**src/rtl/mult_reservation_station_pkg.sv**
```systemverilog
// Shared types and constants for the multiplier reservation station.
//
// Contents:
//   DATA_WIDTH   - operand width
//   TAG_WIDTH    - tag width
//   NULL_TAG     - tag value meaning "no operation"
//   rs_operand_t - one source operand: valid flag, producer tag, value
//   rs_entry_t   - one station entry: busy, destination tag, two operands
//   wake_operand - applies a CDB broadcast to a single operand
package mult_reservation_station_pkg;

    localparam int unsigned DATA_WIDTH = 32;
    localparam int unsigned TAG_WIDTH  = 6;

    localparam logic [TAG_WIDTH-1:0] NULL_TAG = '0;

    typedef struct packed {
        logic                  valid;
        logic [TAG_WIDTH-1:0]  tag;
        logic [DATA_WIDTH-1:0] data;
    } rs_operand_t;

    typedef struct packed {
        logic                 busy;
        logic [TAG_WIDTH-1:0] dest_tag;
        rs_operand_t          op1;
        rs_operand_t          op2;
    } rs_entry_t;

    // A waiting operand picks up the broadcast value when the producer tag matches.
    // NULL_TAG on the bus never wakes anything.
    function automatic rs_operand_t wake_operand(
        input rs_operand_t           op,
        input logic                  cdb_valid,
        input logic [TAG_WIDTH-1:0]  cdb_tag,
        input logic [DATA_WIDTH-1:0] cdb_data
    );
        rs_operand_t res;
        res = op;
        if (!op.valid && cdb_valid && (cdb_tag != NULL_TAG) && (cdb_tag == op.tag)) begin
            res.valid = 1'b1;
            res.data  = cdb_data;
        end
        return res;
    endfunction

endpackage

```
**src/rtl/mult_reservation_station_if.sv**
```systemverilog
// Bus bundle between the reservation station and its environment.
//
// Signals:
//   flush                                  - discard held entries and pending issue
//   dispatch_valid / dispatch_ready        - dispatch handshake
//   dispatch_tag                           - destination tag (never NULL_TAG)
//   dispatch_op{1,2}_valid/_data/_tag      - operand value or producer tag to wait on
//   cdb_valid / cdb_tag / cdb_data         - common data bus broadcast
//   issue_op1 / issue_op2 / issue_tag      - registered feed to the pipelined multiplier
//   issue_valid                            - registered, high when issue_tag is non-zero
//
// Modports: master drives dispatch/CDB/flush, slave is the reservation station.
interface mult_reservation_station_if #(
    parameter int unsigned DATA_WIDTH = mult_reservation_station_pkg::DATA_WIDTH,
    parameter int unsigned TAG_WIDTH  = mult_reservation_station_pkg::TAG_WIDTH
);

    logic                  flush;

    logic                  dispatch_valid;
    logic                  dispatch_ready;
    logic [TAG_WIDTH-1:0]  dispatch_tag;
    logic                  dispatch_op1_valid;
    logic [DATA_WIDTH-1:0] dispatch_op1_data;
    logic [TAG_WIDTH-1:0]  dispatch_op1_tag;
    logic                  dispatch_op2_valid;
    logic [DATA_WIDTH-1:0] dispatch_op2_data;
    logic [TAG_WIDTH-1:0]  dispatch_op2_tag;

    logic                  cdb_valid;
    logic [TAG_WIDTH-1:0]  cdb_tag;
    logic [DATA_WIDTH-1:0] cdb_data;

    logic [DATA_WIDTH-1:0] issue_op1;
    logic [DATA_WIDTH-1:0] issue_op2;
    logic [TAG_WIDTH-1:0]  issue_tag;
    logic                  issue_valid;

    modport master (
        output flush,
        output dispatch_valid, dispatch_tag,
        output dispatch_op1_valid, dispatch_op1_data, dispatch_op1_tag,
        output dispatch_op2_valid, dispatch_op2_data, dispatch_op2_tag,
        output cdb_valid, cdb_tag, cdb_data,
        input  dispatch_ready,
        input  issue_op1, issue_op2, issue_tag, issue_valid
    );

    modport slave (
        input  flush,
        input  dispatch_valid, dispatch_tag,
        input  dispatch_op1_valid, dispatch_op1_data, dispatch_op1_tag,
        input  dispatch_op2_valid, dispatch_op2_data, dispatch_op2_tag,
        input  cdb_valid, cdb_tag, cdb_data,
        output dispatch_ready,
        output issue_op1, issue_op2, issue_tag, issue_valid
    );

endinterface

```
**src/rtl/Register.sv**
```systemverilog
// Plain D register with synchronous active-low reset to zero.
//
// Ports:
//   clk   - clock
//   reset - synchronous active-low reset
//   d     - next value
//   q     - registered value
module Register #(
    parameter int unsigned WIDTH = 1
) (
    input  logic             clk,
    input  logic             reset,
    input  logic [WIDTH-1:0] d,
    output logic [WIDTH-1:0] q
);

    always_ff @(posedge clk) begin
        if (!reset) begin
            q <= '0;
        end else begin
            q <= d;
        end
    end

endmodule

```
**src/rtl/mult_rs_entry.sv**
```systemverilog
// One reservation-station slot with its CDB wake-up compare.
//
// Ports:
//   clk, reset        - clock, synchronous active-low reset
//   clear             - flush: empty the slot at the next edge
//   write             - load write_entry instead of holding the current contents
//   write_entry       - entry shifted in from the next slot, a new dispatch, or empty
//   cdb_valid/tag/data - broadcast applied to whatever the slot holds next
//   entry             - stored contents
//   ready             - stored entry is busy with both operands valid
module mult_rs_entry
    import mult_reservation_station_pkg::*;
(
    input  logic                  clk,
    input  logic                  reset,
    input  logic                  clear,
    input  logic                  write,
    input  rs_entry_t             write_entry,
    input  logic                  cdb_valid,
    input  logic [TAG_WIDTH-1:0]  cdb_tag,
    input  logic [DATA_WIDTH-1:0] cdb_data,
    output rs_entry_t             entry,
    output logic                  ready
);

    rs_entry_t entry_q;
    rs_entry_t entry_d;
    rs_entry_t base;

    // Wake-up is applied after selecting the source, so an entry that moves down the
    // queue, or arrives by dispatch, still catches a same-edge broadcast.
    always_comb begin
        base    = write ? write_entry : entry_q;
        entry_d = base;
        if (base.busy) begin
            entry_d.op1 = wake_operand(base.op1, cdb_valid, cdb_tag, cdb_data);
            entry_d.op2 = wake_operand(base.op2, cdb_valid, cdb_tag, cdb_data);
        end
    end

    always_ff @(posedge clk) begin
        if (!reset || clear) begin
            entry_q <= '0;
        end else begin
            entry_q <= entry_d;
        end
    end

    assign entry = entry_q;
    assign ready = entry_q.busy && entry_q.op1.valid && entry_q.op2.valid;

endmodule

```
**src/rtl/mult_reservation_station.sv**
```systemverilog
// Reservation station feeding a pipelined multiplier.
//
// A collapsing queue of DEPTH entries (slot 0 oldest). Each edge the oldest entry
// whose stored operands are both valid is removed and registered onto the issue
// outputs; a new dispatch appends behind all surviving entries. Tag 0 on the issue
// outputs means an idle cycle.
//
// Ports:
//   clk         - clock, all state on the rising edge
//   reset       - synchronous active-low reset, overrides everything
//   stall_count - (only with MULT_RS_STATS_EN) saturating count of edges with
//                 dispatch_valid && !dispatch_ready, cleared by reset only
//   rs          - slave side of mult_reservation_station_if
//
// Build option: define MULT_RS_STATS_EN to add the stall_count port and counter.
module mult_reservation_station #(
    parameter int unsigned DEPTH      = 4,
    parameter int unsigned DATA_WIDTH = mult_reservation_station_pkg::DATA_WIDTH,
    parameter int unsigned TAG_WIDTH  = mult_reservation_station_pkg::TAG_WIDTH
) (
    input  logic        clk,
    input  logic        reset,
`ifdef MULT_RS_STATS_EN
    output logic [15:0] stall_count,
`endif
    mult_reservation_station_if.slave rs
);

    import mult_reservation_station_pkg::*;

    localparam int unsigned IDX_W   = $clog2(DEPTH);
    localparam int unsigned CNT_W   = $clog2(DEPTH + 1);
    localparam int unsigned ISSUE_W = 1 + TAG_WIDTH + 2 * DATA_WIDTH;

    rs_entry_t          slot [DEPTH];
    logic [DEPTH-1:0]   busy;
    logic [DEPTH-1:0]   ready;
    logic [CNT_W-1:0]   count;
    logic [CNT_W-1:0]   keep;
    logic [IDX_W-1:0]   issue_idx;
    logic               issue_found;
    logic               dispatch_ready;
    logic               dispatch_fire;
    rs_entry_t          dispatch_entry;
    logic [ISSUE_W-1:0] issue_d;
    logic [ISSUE_W-1:0] issue_q;

    // Busy slots are always contiguous from slot 0, so the population count is the
    // queue length.
    assign count          = CNT_W'($countones(busy));
    assign dispatch_ready = (count < CNT_W'(DEPTH));
    assign dispatch_fire  = rs.dispatch_valid && dispatch_ready && !rs.flush;

    // Lowest ready slot wins; scanning downwards leaves the lowest index last.
    always_comb begin
        issue_found = 1'b0;
        issue_idx   = '0;
        for (int i = DEPTH - 1; i >= 0; i--) begin
            if (ready[i]) begin
                issue_found = 1'b1;
                issue_idx   = IDX_W'(i);
            end
        end
    end

    // Slot index the new dispatch lands in once the issued entry has been removed.
    assign keep = count - CNT_W'(issue_found);

    always_comb begin
        dispatch_entry          = '0;
        dispatch_entry.busy     = 1'b1;
        dispatch_entry.dest_tag = rs.dispatch_tag;
        dispatch_entry.op1      = '{valid: rs.dispatch_op1_valid,
                                    tag:   rs.dispatch_op1_tag,
                                    data:  rs.dispatch_op1_data};
        dispatch_entry.op2      = '{valid: rs.dispatch_op2_valid,
                                    tag:   rs.dispatch_op2_tag,
                                    data:  rs.dispatch_op2_data};
    end

    for (genvar g = 0; g < DEPTH; g++) begin : g_slot
        logic      write;
        rs_entry_t write_entry;
        rs_entry_t shifted;

        if (g == DEPTH - 1) begin : g_last
            assign shifted = '0;
        end else begin : g_inner
            assign shifted = slot[g + 1];
        end

        // Slots at or above the issued one collapse down by one; the dispatch
        // target overrides whatever would have shifted in.
        always_comb begin
            write       = 1'b0;
            write_entry = '0;
            if (issue_found && (issue_idx <= IDX_W'(g))) begin
                write       = 1'b1;
                write_entry = shifted;
            end
            if (dispatch_fire && (keep == CNT_W'(g))) begin
                write       = 1'b1;
                write_entry = dispatch_entry;
            end
        end

        mult_rs_entry u_entry (
            .clk         (clk),
            .reset       (reset),
            .clear       (rs.flush),
            .write       (write),
            .write_entry (write_entry),
            .cdb_valid   (rs.cdb_valid),
            .cdb_tag     (rs.cdb_tag),
            .cdb_data    (rs.cdb_data),
            .entry       (slot[g]),
            .ready       (ready[g])
        );

        assign busy[g] = slot[g].busy;
    end

    always_comb begin
        issue_d = '0;
        if (issue_found && !rs.flush) begin
            issue_d = {slot[issue_idx].dest_tag != NULL_TAG,
                       slot[issue_idx].dest_tag,
                       slot[issue_idx].op1.data,
                       slot[issue_idx].op2.data};
        end
    end

    Register #(
        .WIDTH (ISSUE_W)
    ) u_issue_reg (
        .clk   (clk),
        .reset (reset),
        .d     (issue_d),
        .q     (issue_q)
    );

    assign {rs.issue_valid, rs.issue_tag, rs.issue_op1, rs.issue_op2} = issue_q;
    assign rs.dispatch_ready = dispatch_ready;

`ifdef MULT_RS_STATS_EN
    logic [15:0] stall_count_q;

    always_ff @(posedge clk) begin
        if (!reset) begin
            stall_count_q <= '0;
        end else if (rs.dispatch_valid && !dispatch_ready && (stall_count_q != 16'hFFFF)) begin
            stall_count_q <= stall_count_q + 16'd1;
        end
    end

    assign stall_count = stall_count_q;
`endif

endmodule

```
**src/flat_wrapper.sv**
```systemverilog
// flat-port wrapper written by rule: the top's interface ports become plain ports
module mult_reservation_station_flat import mult_reservation_station_pkg::*;
#(
    parameter int unsigned DEPTH      = 4,
    parameter int unsigned DATA_WIDTH = mult_reservation_station_pkg::DATA_WIDTH,
    parameter int unsigned TAG_WIDTH  = mult_reservation_station_pkg::TAG_WIDTH
)
  (clk, reset, rs_flush, rs_dispatch_valid, rs_dispatch_tag, rs_dispatch_op1_valid, rs_dispatch_op1_data, rs_dispatch_op1_tag, rs_dispatch_op2_valid, rs_dispatch_op2_data, rs_dispatch_op2_tag, rs_cdb_valid, rs_cdb_tag, rs_cdb_data, rs_dispatch_ready, rs_issue_op1, rs_issue_op2, rs_issue_tag, rs_issue_valid);
  mult_reservation_station_if #(.DATA_WIDTH(DATA_WIDTH), .TAG_WIDTH(TAG_WIDTH)) rs_i ();
  input  logic clk;
  input  logic reset;
  input wire logic [$bits(rs_i.flush)-1:0] rs_flush;
  input wire logic [$bits(rs_i.dispatch_valid)-1:0] rs_dispatch_valid;
  input wire logic [$bits(rs_i.dispatch_tag)-1:0] rs_dispatch_tag;
  input wire logic [$bits(rs_i.dispatch_op1_valid)-1:0] rs_dispatch_op1_valid;
  input wire logic [$bits(rs_i.dispatch_op1_data)-1:0] rs_dispatch_op1_data;
  input wire logic [$bits(rs_i.dispatch_op1_tag)-1:0] rs_dispatch_op1_tag;
  input wire logic [$bits(rs_i.dispatch_op2_valid)-1:0] rs_dispatch_op2_valid;
  input wire logic [$bits(rs_i.dispatch_op2_data)-1:0] rs_dispatch_op2_data;
  input wire logic [$bits(rs_i.dispatch_op2_tag)-1:0] rs_dispatch_op2_tag;
  input wire logic [$bits(rs_i.cdb_valid)-1:0] rs_cdb_valid;
  input wire logic [$bits(rs_i.cdb_tag)-1:0] rs_cdb_tag;
  input wire logic [$bits(rs_i.cdb_data)-1:0] rs_cdb_data;
  output wire logic [$bits(rs_i.dispatch_ready)-1:0] rs_dispatch_ready;
  output wire logic [$bits(rs_i.issue_op1)-1:0] rs_issue_op1;
  output wire logic [$bits(rs_i.issue_op2)-1:0] rs_issue_op2;
  output wire logic [$bits(rs_i.issue_tag)-1:0] rs_issue_tag;
  output wire logic [$bits(rs_i.issue_valid)-1:0] rs_issue_valid;
  assign rs_i.flush = rs_flush;
  assign rs_i.dispatch_valid = rs_dispatch_valid;
  assign rs_i.dispatch_tag = rs_dispatch_tag;
  assign rs_i.dispatch_op1_valid = rs_dispatch_op1_valid;
  assign rs_i.dispatch_op1_data = rs_dispatch_op1_data;
  assign rs_i.dispatch_op1_tag = rs_dispatch_op1_tag;
  assign rs_i.dispatch_op2_valid = rs_dispatch_op2_valid;
  assign rs_i.dispatch_op2_data = rs_dispatch_op2_data;
  assign rs_i.dispatch_op2_tag = rs_dispatch_op2_tag;
  assign rs_i.cdb_valid = rs_cdb_valid;
  assign rs_i.cdb_tag = rs_cdb_tag;
  assign rs_i.cdb_data = rs_cdb_data;
  assign rs_dispatch_ready = rs_i.dispatch_ready;
  assign rs_issue_op1 = rs_i.issue_op1;
  assign rs_issue_op2 = rs_i.issue_op2;
  assign rs_issue_tag = rs_i.issue_tag;
  assign rs_issue_valid = rs_i.issue_valid;
  mult_reservation_station #(.DEPTH(DEPTH), .DATA_WIDTH(DATA_WIDTH), .TAG_WIDTH(TAG_WIDTH)) u_core (.clk(clk), .reset(reset), .rs(rs_i));
endmodule
```
**config.mk**
```make
export PLATFORM = sky130hd
export DESIGN_NAME = mult_reservation_station_flat
export DESIGN_NICKNAME = d
export VERILOG_FILES = /design/src/rtl/mult_reservation_station_pkg.sv /design/src/rtl/mult_reservation_station_if.sv /design/src/rtl/Register.sv /design/src/rtl/mult_rs_entry.sv /design/src/rtl/mult_reservation_station.sv /design/src/flat_wrapper.sv
export SDC_FILE = /design/constraint.sdc
export NUM_CORES = 1
export LEC_CHECK = 0
export ABC_AREA = 1
export ABC_CLOCK_PERIOD_IN_PS = 4200
export BUFFER_PORTS_ARGS = -buffer_cell sky130_fd_sc_hd__clkbuf_2
export CAP_MARGIN = 20
export CORE_MARGIN = 1.5
export CORE_UTILIZATION = 40
export DETAILED_ROUTE_END_ITERATION = 8
export GPL_TIMING_DRIVEN = 0
export PLACE_DENSITY = 0.6
export SYNTH_ARGS = -nofsm -noshare
export SYNTH_HDL_FRONTEND = slang
export SYNTH_SLANG_ARGS = --single-unit
```
**constraint.sdc**
```tcl
create_clock -name clk -period 4.2 [get_ports clk]
set_input_delay 0.42 -clock clk [delete_from_list [all_inputs] [get_ports clk]]
set_output_delay 0.42 -clock clk [all_outputs]
set_load 0.02 [all_outputs]
```
# Word-level counts from Yosys, hierarchy flattened

Cells that the tools add are included.

Output and inout bits: 72
Bits of input ports: 127
Register bits: 411
Word-level logic and storage cells: 163

Magnitude comparators: 6
Add/subtract/negate cells: 4
Bitwise gates (word level): 1
Reduce and logical (&&, ||, !) cells: 58
Equal/unequal tests: 11
Muxes and demuxes: 50

Operators with widths:

| kind               | number |
|---|---|
| $mux 85            | 11 |
| $mux 78            | 4 |
| $mux 32            | 8 |
| $bmux 85 s2        | 1 |
| $mux 84            | 2 |
| $eq 6x6->1         | 8 |
| $logic_and 1x1->1  | 43 |
| $mux 1             | 20 |
| $reduce_bool 6->1  | 2 |
| $logic_not 1->1    | 10 |
| $mux 2             | 4 |
| $eq 3x2->1 const B | 2 |
| $add 1x1->2        | 2 |
| $le 2x1->1 const B | 2 |
| $le 2x2->1 const B | 2 |
| $add 3x3->3        | 1 |
| $eq 3x1->1 const B | 1 |
| $ge 3x3->1 const B | 1 |
| $logic_not 3->1    | 1 |
| $lt 3x3->1 const B | 1 |
| $not 2->3          | 1 |
| $sub 3x1->3        | 1 |
| $reduce_and 2->1   | 1 |
| $logic_or 1x1->1   | 1 |

# Depth between registers and ports, before layout

Gate-level depths: netlist of the first run.

Depth in word-level cells: 17
Gate-level depth with buffers: 25
Gate-level depth less buffers: 22

# Cells and area by module

From an unflattened synthesis of the first run, not the netlist that was laid out.

Cell total of the unflattened synthesis: 4,421
Area, all modules: 26,262.7 µm²

Modules (own cells, without submodules):

| module                   | seq. area each (µm²) | instances | area an instance (µm²) | cells an instance |
|---|---|---|---|---|
| mult_rs_entry            | 1,701.6              | 4         | 4,470.5                | 709 |
| mult_reservation_station | 0.0                  | 1         | 6,339.8                | 1,364 |
| Register                 | 1,421.4              | 1         | 2,040.7                | 221 |

# Least setup slack after synthesis of the first run

No wires, ideal clock.

Path kind: register to register
From: register u_core.g_slot[0].u_entry.entry_q, in the netlist u_core.g_slot[0].u_entry.entry[84]
To: register u_core.g_slot[2].u_entry.entry_q, in the netlist u_core.g_slot[2].u_entry.entry[39]
Library setup time: 0.113 ns
Data required time: 4.087 ns
Path slack: 0.924 ns
Cell stages (with the launch flop): 20
Arrival time: 3.163 ns
Clock period less this slack: 3.276 ns
Buffers on the path: 2
Cells stage by stage: dfxtp_1 > ha_1 > ha_1 > fa_1 > inv_1 > ha_1 > nor2_1 > nand3_4 > buf_4 > nand3b_1 > nand3_1 > inv_1 > nand2_1 > nor2_1 > nand2_1 > nor2_4 > buf_4 > nand2_1 > nand2_1 > nor2_1

Longest elaborated chain between the ends: 14
Elaborated cells on any way between the ends: 26
Those cells by class: add/sub: 3; order compare: 2; eq/ne: 2; mux: 9; reduce/logical: 10

Ends and longest elaborated chain:

| element                                             | line                | text |
|---|---|---|
| start: declaration                                  | mult_rs_entry.sv:26 | `rs_entry_t entry_q;` |
| start signal: assignment                            | mult_rs_entry.sv:45 | `entry_q <= entry_d;` |
| branches (longest 7 deep; another with $add 3x3->3) | --                  |  |
| $mux 85 (*)                                         | mult_rs_entry.sv:33 | `base = write ? write_entry : entry_q;` |
| branches (longest 5 deep; another with $mux 32)     | --                  |  |
| $mux 78 (*)                                         | mult_rs_entry.sv:35 | `if (base.busy) begin` |
| end signal: assignment                              | mult_rs_entry.sv:45 |  |
| end: declaration                                    | mult_rs_entry.sv:26 |  |

Mark *: on every way between the ends.
A chain may end at the register's enable or synchronous reset.

# Final worst setup path of the first run

From: register u_core.g_slot[1].u_entry.entry_q, in the netlist u_core.g_slot[1].u_entry.entry[77]
To: register u_core.g_slot[3].u_entry.entry_q, in the netlist u_core.g_slot[3].u_entry.entry[41]

Longest elaborated chain between the ends: 15
Elaborated cells on any way between the ends: 22
Those cells by class: add/sub: 1; order compare: 1; eq/ne: 2; mux: 10; reduce/logical: 8

Ends and longest elaborated chain:

| element                                                | line                                                            | text |
|---|---|---|
| start: declaration                                     | mult_rs_entry.sv:26                                             |  |
| start signal: assignment                               | mult_rs_entry.sv:45                                             |  |
| $logic_and 1x1->1 (*) (2 in series)                    | mult_rs_entry.sv:50                                             | `assign ready = entry_q.busy && entry_q.op1.valid && entry_q.op2.valid;` |
| $mux 1 / $mux 2 (equally long branches) (2 in series)  | mult_reservation_station.sv:59                                  | `if (ready[i]) begin` |
| $sub 3x1->3 / $le 2x2->1 (equally long branches)       | mult_reservation_station.sv:67, mult_reservation_station.sv:97  |  |
| $eq 3x2->1 / $logic_and 1x1->1 (equally long branches) | mult_reservation_station.sv:101, mult_reservation_station.sv:97 |  |
| $logic_and 1x1->1 / $mux 1 (equally long branches)     | mult_reservation_station.sv:101, mult_reservation_station.sv:97 |  |
| $mux 85 / $mux 1 (equally long branches)               | mult_reservation_station.sv:101                                 | `if (dispatch_fire && (keep == CNT_W'(g))) begin` |
| $mux 85 (*)                                            | mult_rs_entry.sv:33                                             |  |
| branches (longest 5 deep; another with $mux 32)        | --                                                              |  |
| $mux 78 (*)                                            | mult_rs_entry.sv:35                                             |  |
| end signal: assignment                                 | mult_rs_entry.sv:45                                             |  |
| end: declaration                                       | mult_rs_entry.sv:26                                             |  |

Marked as above.

==> run summary, run 1 <==
Run status - completed
Synthesized instance count - 3717
Nets - 4111
Buffer levels on the longest clock path - 3
Final Cell Area - 27400 sq um
Final WL - 107000 um
Largest net degree at the start of global routing - 13
Top cell type's share of synthesized area - 0.351
Synth top area cells - dfxtp_1, nand2_1, nor2_1
Final setup slack of the worst path - 0.0487 ns
Vias per cell - 5.66
Leak Pwr - 10.9 nW
Syn Nets - 3850
Synthesized flop and latch total - 411
Cell taking the most area after synthesis - dfxtp_1
Slew @ Worst Pin - 1.20 ns
Asr flop ratio synth - 0
Tmin final - 4.15 ns
Htree depth - 2
Top_reg_cell synth - dfxtp_1
Share of cells above drive strength 1 - 0.112
Most frequent cells after synthesis - nand2_1, nor2_1, inv_1, dfxtp_1, nand3_1
Cell variety after synth - 41
Setup violators final - 0
Worst-path clk slew - 0.06 ns
Pwr dens - 340 nW/um^2
I/O pin cnt - 199
Die Span X - 245 um
DRC viols - 0
HPWL after DPL - 77300 um
GRT Total Usage - 0.349
Max capacitance violation total - 0
Area growth syn-to-layout - 16.9%
Critical Path RT - 4.70 ns
WL/cell - 22.5 um
TritonRoute pass-1 iters - 7
Final hold violations - 0
DIE AREA - 60100 sq um
Post-synthesis sequential area ratio - 0.351
Initial Util - 0.406
Number of global-route vias before repair - 24500
Num CTS Buffers - 49
Gr ovfl total - 0
Setup Crit Path Kind - reg2reg
Placer Congestion - 0.985
Slew Viols, Final - 0
Crit path capture type - flop
Post-DRT Antenna Nets - 0
Count leader, synth - nand2_1
Die Y - 245 um
# rows - 88
Clk_lat worst skew - 0.61 ns
Number of enable flip-flop cells after synthesis - 0
Initial drt markers - 3450
Core Box Area - 57800 sq um
Vias - 27000
Hold WS - 0.0510 ns
Synth Cell Area - 23400 sq um
Pre-CTS WS - -0.437 ns
Post-DP Area - 25400 sq um
Clk sinks - 411
Critical Path Source Type - flop
Initial antenna violation count - 2
VDD IR max - 0.268 mV
CTS tree - built
Worst-path maximum fanout - 10
Synth Area per Inst - 6.31 sq um
Worst rel slew slack - 0.198
Global-route wire length before repair - 157000 um
CP arrival - 4.65 ns
Period utilisation layout - 0.988
Ys Warns - 0
I/O Buffers - 192
Max Clock Skew - 0.0306 ns
Hold WC Path Type - in2reg
Fmax - 0.241 GHz
Root Buffer - clkbuf_16
==> placed cells by master (no fill, tap or decap), types with 78 or more instances in the layout <==
cell type  instances
clkbuf_1         147
nand2_1          815
clkbuf_2         201
dfxtp_1          409
a21oi_1          230
inv_1            435
nor2_1           580
o21ai_0          185
o221ai_1         109
o211ai_1          78
nand3_1          408
==> repair_timing <==
action,CTS,global route
pin swaps,3,8
gates resized for setup,22,41
endpoints found under the hold margin,0,0
buffers inserted,7,11
endpoints found under the setup margin,279,264
hold buffers,0,0
==> flip-flops by register name (all words and copies together) (netlist names) <==
| name | flops |
|---|---|
| u_core.g_slot.u_entry.entry | 340 |
| u_core.u_issue_reg.q | 71 |
==> worst paths after layout <==
check	from	end	slack [ns]	depth (start not counted)
worst max-delay path	u_core.g_slot[1].u_entry.entry[77]	u_core.g_slot[3].u_entry.entry[41]	0.05	21
worst min-delay path	rs_cdb_data[18]	u_core.g_slot[3].u_entry.entry[18]	0.05	3
worst max register to register	u_core.g_slot[1].u_entry.entry[77]	u_core.g_slot[3].u_entry.entry[41]	0.05	21
worst min register to register	u_core.g_slot[3].u_entry.entry[80]	u_core.g_slot[3].u_entry.entry[80]	0.46	2
==> stage by stage <==
stage,power [mW],utilization,TNS [ns],std cells
floorplan,4.41,-,0,3717
global placement,4.72,0.439,-61.74,4674
detailed placement,4.72,0.439,-60.07,4674
CTS,9.28,0.470,0,4763
global route,9.53,0.474,-0.0389,4774
finish,9.32,0.474,0,4776
==> final cells by class <==
class / count / area [sq um]
clock inverter: 10 / 208
sequential: 411 / 8230
multi-input combinational: 2580 / 12300
buffer: 273 / 1380
clock buffer: 72 / 1500
tap: 765 / 957
fill: 6310 / 30400
antenna: 2 / 5.00
timing repair buffer: 210 / 1130
inverter: 453 / 1700
==> layer usage <==
layer	track usage	vias up	share of wire
met4	0.211	0	0.065
met3	0.0868	373	0.12
met2	0.514	1683	0.41
li1	-	12600	-
met5	0	-	0
met1	0.456	12400	0.40
==> worst max-delay path: stages (launching register included) <==
cell and delay [ns]:
dfxtp_1 0.33, nand3_1 0.18, nand2_4 0.17, nor2_4 0.21, buf_6 0.23, inv_1 0.15
ha_1 0.21, ha_1 0.35, nor2_1 0.19, nand3_4 0.21, clkbuf_4 0.30, nand3_1 0.14
nand2_1 0.06, nand2_1 0.05, nand2_1 0.06, nor2_1 0.25, nand2_1 0.15, nor2_4 0.25
buf_4 0.26, nand2_1 0.10, nand2_1 0.08, nor2_1 0.07
==> cell families (layout without fill, tap and decap cells) <==
group	after synthesis	in the layout	synth area share
simple gates	1909	1909	0.345
xor+xnor	1	1	0.000374
flops	411	411	0.351
other cells	0	2	0
buf+inv	726	1018	0.128
fa+ha+maj	6	6	0.00352
compound gates	664	664	0.172
==> report_power, final <==
group          internal, mW  switching (mW)  total (mW)
sequential             3.92         0.00816        3.93
clock                  2.81            1.83        4.64
combinational         0.196           0.555       0.751
total                  6.93            2.39        9.32
Power figures use the tool's default switching activity.
==> inputs of run 2 (changes only) <==
--- a/config.mk
+++ b/config.mk
@@ -11,6 +11,7 @@
 export CAP_MARGIN = 20
 export CORE_MARGIN = 1.5
 export CORE_UTILIZATION = 40
+export CTS_BUF_LIST = sky130_fd_sc_hd__clkbuf_16
 export DETAILED_ROUTE_END_ITERATION = 8
 export GPL_TIMING_DRIVEN = 0
 export PLACE_DENSITY = 0.6
==> run summary, run 2 (same netlist as run 1, synthesis figures left out) <==
Run status - completed
GRT Total Usage - 0.349
Leak Pwr - 10.8 nW
Number of global-route vias before repair - 24400
CP max stage cell - dfxtp_1
Largest net degree at the start of global routing - 13
Worst rel slew slack - 0.127
Most common cell after layout, fill and taps aside - nand2_1
Gr ovfl total - 0
DP Cell Count - 4674
Share of cells above drive strength 1 - 0.108
CP arrival - 4.61 ns
Global-route wire length before repair - 157000 um
TritonRoute pass-1 iters - 6
Period utilisation layout - 0.981
Critical path, cell by cell - nand3_4 > nand2_8 > nor2_4 > buf_6 > inv_1 > ha_1 > ha_1 > nor2_1 > nand3_4 > buf_2 > nand3_1 > nand2_1 > nand2_1 > nand2_1 > nor2_1 > nand2_1 > nor2_4 > buf_4 > nand2_1 > nand2_1 > nor2_1
CTS tree - built
Crit path capture type - flop
Num CTS Buffers - 49
Buffer levels on the longest clock path - 3
Final setup slack of the worst path - 0.0815 ns
Pwr dens - 331 nW/um^2
Max Clock Skew - 0.0350 ns
Die Span X - 245 um
Layout Cells excl Fill - 4775
Total negative slack - 0 ns
DRC viols - 0
Critical Path Start - u_core.g_slot[0].u_entry.entry[84]
RSZ-0062 raised after global routing - false
Vias per cell - 5.66
Critical Path RT - 4.70 ns
VDD IR max - 0.265 mV
DIE AREA - 60100 sq um
Post-DP Area - 25400 sq um
Clk_lat worst skew - 0.62 ns
Max FFs per register - 340
Area growth syn-to-layout - 16.4%
Slew Viols, Final - 0
Initial antenna violation count - 4
Hold WS - 0.0469 ns
Filler instances - 6318
Final Cell Area - 27300 sq um
Max incr delay on CP - 0.36 ns
Leading cell types in the layout, fill and taps excluded - nand2_1, nor2_1, inv_1, dfxtp_1, nand3_1
Vias - 27000
Max capacitance violation total - 0
Nets - 4111
WL/cell - 22.5 um
Critical Path Source Type - flop
CP most frequent cell - nand2_1
Min-Delay Startpoint - rs_cdb_data[18]
Slew @ Worst Pin - 1.31 ns
Hold-fix buffers, CTS - 0
Final hold violations - 0
I/O pin cnt - 199
Placer Congestion - 0.985
Flop-to-flop setup slack - 0.08 ns
Root Buffer - clkbuf_16
Buf/Inv on CP - 4
# rows - 88
Setup Crit Path Kind - reg2reg
Worst path top cell family by delay - simple AND/OR/NAND/NOR gates
I/O Buffers - 192
Initial drt markers - 3441
Tmin final - 4.12 ns
Fmax - 0.243 GHz
Die Y - 245 um
Initial Util - 0.406
Reg-to-reg startpoint - u_core.g_slot[0].u_entry.entry[84]
Core Box Area - 57800 sq um
Clk sinks - 411
Final WL - 107000 um
Post-DRT Antenna Nets - 0
Worst-path maximum fanout - 10
Setup violators final - 0
Hold WC Path Type - in2reg
Worst-path clk slew - 0.06 ns
Pre-CTS WS - -0.437 ns
HPWL after DPL - 77300 um
Htree depth - 2
## run 2: cell count changes in the layout (fill, tap and decap cells not counted), sizes merged
cell,delta
buf,-2
inv,+7
diode,-1
clkbuf,-19
clkinv,+14
## run 2: layer usage
layer  vias to the layer above  GRT usage  wire (um)
li1                      12600          -          -
met1                     12400      0.459      43300
met2                      1597      0.515      44600
met3                       359     0.0841      12500
met4                         2      0.210       6870
met5                         -          0         13
## run 2: timing repair
item	4_1_cts	5_1_grt
pin swaps	4	7
gates resized for setup	24	34
buffers inserted	6	12
setup endpoints to repair	279	264
## run 2: path summary, 6_finish.rpt
path | cells past startpoint | endpoint
worst max-delay path | 21 | u_core.g_slot[3].u_entry.entry[41]
worst max register to register | 21 | u_core.g_slot[3].u_entry.entry[41]
worst min-delay path | 3 | u_core.g_slot[3].u_entry.entry[18]
worst min register to register | 2 | u_core.g_slot[3].u_entry.entry[80]
## run 2: final cells by class
class                           instances  area, sq um  area share
Inverter                              453         1700      0.0624
Clock buffer                           51         1280      0.0468
Antenna cell                            1         2.50   0.0000917
Sequential cell                       411         8230       0.301
Buffer                                273         1380      0.0507
Clock inverter                         31          287      0.0105
Multi-Input combinational cell       2580        12300       0.451
Timing Repair Buffer                  210         1160      0.0425
Tap cell                              765          957      0.0351
## run 2: power by group
part / switching, mW / internal, mW
Sequential: 0.00818 / 3.92
Combinational: 0.553 / 0.197
Clock: 1.82 / 2.53
## run 2: worst reg2reg max path, delay by kind of cell, from the launching register on
kind / cells / cell delay, ns
AND/OR/NAND/NOR: 15 / 2.15
flip-flops: 1 / 0.36
adder cells (fa/ha/maj): 2 / 0.56
buffers and inverters: 4 / 0.95
## run 2: through the flow
step,util,power (mW)
finish,0.472,9.03
global route,0.472,9.25
CTS,0.468,9.00
detailed placement,0.439,4.72
global placement,0.439,4.72
floorplan,-,4.41
